$ cat src/rtl/proc_iu_core.sv
// Minimal multi-cycle SPARC V8 subset integer unit: SETHI/NOP, ADD/AND/OR/XOR/SUB, LD, ST.
// Optional register debug read port enabled by defining PROC_DBG_EN.
module proc_iu_core #(
    parameter logic [31:0] RESET_PC = 32'h0000_0000,
    parameter int          NREGS    = 32
) (
    input  logic        clk,
    input  logic        rst,
    input  logic        pciclk,
    input  logic        iui_hold,
    output logic        iuo_retire,
    output logic [31:0] iuo_pc,
    output logic        iuo_err,
    output logic        ici_req,
    output logic [31:0] ici_addr,
    input  logic        ico_valid,
    input  logic [31:0] ico_data,
    output logic        dci_rd,
    output logic        dci_wr,
    output logic [31:0] dci_addr,
    output logic [31:0] dci_wdata,
    input  logic        dco_valid,
    input  logic [31:0] dco_data
`ifdef PROC_DBG_EN
    ,
    input  logic [4:0]  dbg_raddr,
    output logic [31:0] dbg_rdata
`endif
);
    localparam logic [1:0] FETCH = 2'd0;
    localparam logic [1:0] EXEC  = 2'd1;
    localparam logic [1:0] MEM   = 2'd2;
    localparam logic [1:0] WB    = 2'd3;

    logic [1:0]  state;
    logic [31:0] pc, ir, result;
    logic        wen, err_q;
    logic [31:0] regs [NREGS];

    logic        unused_pciclk;
    assign unused_pciclk = pciclk;

    logic [1:0]  op;
    logic [4:0]  rd, rs1, rs2;
    logic [5:0]  op3;
    logic [31:0] rs1_val, rs2_val, rd_val, op2_val, sum;
    logic        is_sethi, is_alu, is_ld, is_st;
    logic [31:0] alu_res;

    assign op      = ir[31:30];
    assign rd      = ir[29:25];
    assign op3     = ir[24:19];
    assign rs1     = ir[18:14];
    assign rs2     = ir[4:0];
    assign rs1_val = (rs1 == 5'd0) ? 32'd0 : regs[rs1];
    assign rs2_val = (rs2 == 5'd0) ? 32'd0 : regs[rs2];
    assign rd_val  = (rd == 5'd0) ? 32'd0 : regs[rd];
    assign op2_val = ir[13] ? {{19{ir[12]}}, ir[12:0]} : rs2_val;
    assign sum     = rs1_val + op2_val;
    assign ici_addr = pc;

    always_comb begin
        is_sethi = (op == 2'b00) && (ir[24:22] == 3'b100);
        is_alu   = (op == 2'b10) && (op3 <= 6'h04);
        is_ld    = (op == 2'b11) && (op3 == 6'h00);
        is_st    = (op == 2'b11) && (op3 == 6'h04);
        alu_res  = {ir[21:0], 10'd0};
        if (is_alu) begin
            case (op3)
                6'h00:   alu_res = sum;
                6'h01:   alu_res = rs1_val & op2_val;
                6'h02:   alu_res = rs1_val | op2_val;
                6'h03:   alu_res = rs1_val ^ op2_val;
                default: alu_res = rs1_val - op2_val;
            endcase
        end
    end

    always_ff @(posedge clk) begin
        if (rst) begin
            state      <= FETCH;
            pc         <= RESET_PC;
            ir         <= '0;
            result     <= '0;
            wen        <= 1'b0;
            err_q      <= 1'b0;
            ici_req    <= 1'b0;
            dci_rd     <= 1'b0;
            dci_wr     <= 1'b0;
            dci_addr   <= '0;
            dci_wdata  <= '0;
            iuo_retire <= 1'b0;
            iuo_err    <= 1'b0;
            iuo_pc     <= '0;
            for (int k = 0; k < NREGS; k++) regs[k] <= '0;
        end else begin
            iuo_retire <= 1'b0;
            iuo_err    <= 1'b0;
            case (state)
                FETCH: begin
                    // Once raised, the request stays up until the icache answers.
                    if (!ici_req) begin
                        ici_req <= !iui_hold;
                    end else if (ico_valid) begin
                        ici_req <= 1'b0;
                        ir      <= ico_data;
                        state   <= EXEC;
                    end
                end
                EXEC: begin
                    wen    <= is_sethi | is_alu | is_ld;
                    err_q  <= !(is_sethi | is_alu | is_ld | is_st);
                    result <= alu_res;
                    if (is_ld || is_st) begin
                        dci_rd    <= is_ld;
                        dci_wr    <= is_st;
                        dci_addr  <= {sum[31:2], 2'b00};
                        dci_wdata <= rd_val;
                        state     <= MEM;
                    end else begin
                        state <= WB;
                    end
                end
                MEM: begin
                    if (dco_valid) begin
                        dci_rd <= 1'b0;
                        dci_wr <= 1'b0;
                        if (dci_rd) result <= dco_data;
                        state <= WB;
                    end
                end
                default: begin
                    if (wen && rd != 5'd0) regs[rd] <= result;
                    iuo_retire <= 1'b1;
                    iuo_err    <= err_q;
                    iuo_pc     <= pc;
                    pc         <= pc + 32'd4;
                    // Issue the next fetch straight away to keep the 3-cycle minimum.
                    ici_req    <= !iui_hold;
                    state      <= FETCH;
                end
            endcase
        end
    end

`ifdef PROC_DBG_EN
    assign dbg_rdata = (dbg_raddr == 5'd0) ? 32'd0 : regs[dbg_raddr];
`endif
endmodule

$ cat config.mk
export PLATFORM = sky130hd
export DESIGN_NAME = proc_iu_core
export DESIGN_NICKNAME = d
export VERILOG_FILES = /design/src/rtl/proc_iu_core.sv
export SDC_FILE = /design/constraint.sdc
export NUM_CORES = 2
export LEC_CHECK = 0
export CAP_MARGIN = 10
export CORE_MARGIN = 2
export CORE_UTILIZATION = 60
export DETAILED_ROUTE_END_ITERATION = 10
export GPL_TIMING_DRIVEN = 0
export PLACE_DENSITY = 0.78
export SKIP_LAST_GASP = 1
export SYNTH_ARGS = -nofsm -noshare
export SYNTH_HDL_FRONTEND = slang
export SYNTH_SLANG_ARGS = --single-unit
$ cat constraint.sdc
create_clock -name clk -period 13.8 [get_ports clk]
set_input_delay 4.14 -clock clk [delete_from_list [all_inputs] [get_ports clk]]
set_output_delay 4.14 -clock clk [all_outputs]
set_load 0.01 [all_outputs]
==> summary.md <==
| Metric | Value |
|---|---|
| Design area | `0.0855 sq mm` |
| Port Buf Inserts | `194` |
| Initial core utilization | `60.2%` |
| Synth Cell Area | `0.0754 sq mm` |
| Yosys Warn Count | `0` |
| # rows | `130` |
| Hold Fails Final Rpt | `0` |
| Syn avg cell area | `13.9 sq um` |
| Max-Cap Viols | `2` |
| CTS Hold Bufs | `0` |
| Final period util | `61.9%` |
| Commonest non-fill, non-tap cell in the layout | `edfxtp_1` |
| Tot GR Track Use | `48.2%` |
| Final Max Tran Viols | `0` |
| Final ANT Viol Nets | `0` |
| CTS tree | `done` |
| Main combinational cell family by area after synthesis | `multiplexers` |
| RSZ-0062 raised after global routing | `no` |
| Crit Path Max Fanout | `10` |
| CTS root buf | `clkbuf_16` |
| Flip-flop and latch count after synthesis | `1234` |
| Largest net degree at the start of global routing | `33` |
| Minimum clock period | `8.54 ns` |
| Wl on met1 | `96800 um` |
| Synth-to-Final Area Change | `13.4%` |
| Post-synthesis cell type count | `80` |
| Synth Area in Compound Gates | `4.67%` |
| Max Used Layer | `met5` |
| Die Footprint | `0.129 sq mm` |
| Worst Setup End Kind | `flip-flop` |
| Total grt overflow | `0` |
| Run status | `complete, but fails checks` |
| Ys async rst share | `0%` |
| WP data arrival | `9.14 ns` |
| Worst-Skew Late Latency | `0.83 ns` |
| Metal3 WL | `52400 um` |
| Final HPWL from detailed placement | `246000 um` |
| Post-synthesis sequential area ratio | `46.3%` |
| Metal2 WL | `135000 um` |
| Fmax | `117 MHz` |
| Commonest cells after routing, fill and taps aside | `edfxtp_1 (1024), and2_1 (994), mux4_2 (965), clkbuf_1 (458), nor2_1 (269)` |
| Nets | `6034` |
| Core area | `0.125 sq mm` |
| Post-CTS Setup Bufs | `0` |
| Simple-Gate Fraction of Synth Area | `12.5%` |
| Iter 0 DRT Violations | `9415` |
| Req. time, crit path | `14.40 ns` |
| Layout Skew | `0.0356 ns` |
| Slew HR | `0.359%` |
| Setup_tns | `0 ns` |
| Post-Place Cell Area | `0.0809 sq mm` |
| WL per Instance | `40.4 um` |
| Leak | `28.5 nW` |
| Drc violations | `0` |
| Syn Inst Count | `5443` |
| Failing checks | `capacitance limit` |
| Least-Margin Pin Slew | `1.49 ns` |
| Final setup vio count | `0` |
| Die X | `359 um` |
| Mux cell area share after synthesis | `30.4%` |
| Share of cells above drive strength 1 | `22.9%` |
| CTS Sinks | `1234` |
| Final wirelength | `308000 um` |
| Clock-pin slew on the worst setup and hold paths | `0.06 ns` |
| Die height | `359 um` |
| Cts repair resizes | `0` |
| Bufs on Longest Clock Path | `3` |
| CTS buffer count | `135` |
| CP Launch Type | `flip-flop` |
| IR drop worst, VDD | `0.154 mV` |
| Boundary pin count | `203` |
| Drt first pass iters | `8` |
| Min-Delay Path Class | `reg -> reg` |
| Vias per cell | `7.36` |
| Post-synth EDFFs | `1024` |
| Vias after detailed routing | `56100` |
| H-tree levels | `4` |
| CP Class | `reg -> reg` |
| Initial antenna violation count | `23` |
| P per Cell Area | `142 mW/mm^2` |
| Xor and xnor area share after synthesis | `0.859%` |
| First-pass GRT wire length | `417000 um` |
| Placer Congestion | `1.03` |
| Synth Area in Adders | `1.71%` |
| Post-synth top flop | `edfxtp_1` |
| Vias in the first global route | `53500` |
==> stage by stage <==
step           hold WS [ns]  utilization (%)  setup WS, ns  instances  total power, mW
6_report              0.450             68.3          5.26       7630             12.1
2_1_floorplan         0.439                -          5.97       5480             6.63
3_5_place_dp          0.443             64.6          5.13       7367             8.23
5_1_grt               0.468             68.3          5.40       7620             12.3
4_1_cts               0.450             68.2          5.68       7611             11.9
3_3_place_gp          0.438             63.5          2.22       7324             8.16
==> synth_stat cells (all sizes together) (19+ instances only) <==
library cell  number  area [sq um]
nand2            253           950
nand3             36           180
mux2              19           214
and2             994          6220
nand2b            48           300
buf              134           629
inv              104           393
clkbuf           427          1600
a21o              50           375
ha               100          1250
nor3              32           160
dfxtp            210          4200
mux4             965         21700
edfxtp          1024         30700
xnor2             44           385
o21ai            134           671
a211oi            28           223
a21oi            194           975
mux2i            102          1020
a221oi            25           225
nor2             269          1010
xor2              30           263
==> layer usage <==
| metal | vias up | track usage (%) |
|---|---|---|
| li1 | 21800 | - |
| met1 | 28100 | 57.6 |
| met2 | 5125 | 71.7 |
| met3 | 1121 | 21.9 |
| met4 | 18 | 29.6 |
| met5 | - | 0 |
==> worst max-delay path, stage by stage, from the launching register on <==
cell and delay (ns):
dfxtp_1 0.49, clkbuf_1 0.30, clkbuf_1 1.04, buf_2 0.57, mux4_2 0.62, mux4_2 0.60, mux2i_1 0.41, o21ai_0 0.36
ha_1 0.47, nor2_1 0.08, o311a_1 0.36, o211ai_1 0.32, nand4_1 0.41, o21ai_1 0.97, o21bai_1 0.11, a21oi_1 0.23
xnor2_1 0.11, a2111oi_0 0.86
==> where the power goes <==
group	leakage, nW	internal (mW)	switching [mW]	total (mW)
clock	2.17	2.11	1.64	3.76
combinational	14.1	1.37	2.63	4.00
sequential	12.2	4.18	0.205	4.38
==> final timing paths <==
path / slack (ns) / depth (start not counted) / start / to
worst min register to register: 0.45 / 2 / dci_addr[28]$_SDFFE_PP0P_ / dci_addr[28]$_SDFFE_PP0P_
worst min-delay path: 0.45 / 2 / dci_addr[28]$_SDFFE_PP0P_ / dci_addr[28]$_SDFFE_PP0P_
worst max register to register: 5.26 / 17 / flip-flop / result[15]$_SDFFE_PP0P_
worst max-delay path: 5.26 / 17 / flip-flop / result[15]$_SDFFE_PP0P_
==> sequential cells by signal, indices dropped and copies added, names as in the netlist, named ones only <==
name / cells
regs: 1024
dci_wdata: 32
ir: 32
result: 32
dci_addr: 30
ici_addr: 30
iuo_pc: 30
state: 2
dci_rd: 1
dci_wr: 1
err_q: 1
ici_req: 1
iuo_err: 1
iuo_retire: 1
wen: 1
==> layout make-up <==
| cell class | instances | area (sq um) |
|---|---|---|
| timing repair buffer | 245 | 3070 |
| fill | 8727 | 39700 |
| clock inverter | 61 | 692 |
| buffer | 561 | 2240 |
| antenna | 11 | 27.5 |
| inverter | 106 | 400 |
| multi-input combinational | 3579 | 38300 |
| clock buffer | 183 | 3750 |
| sequential | 1234 | 35000 |
| tap | 1650 | 2060 |
==> cell families (layout without fill, tap and decap cells) <==
family	Yosys count	after routing
flip-flops	1234	1234
other	1	49
adder cells (fa/ha/maj)	102	102
multiplexers	1086	1086
AND/OR/NAND/NOR	1721	1721
AO/OA/AOI/OAI	558	558
buffers and inverters	667	1156
XOR/XNOR	74	74
Power figures use the tool's default switching activity.
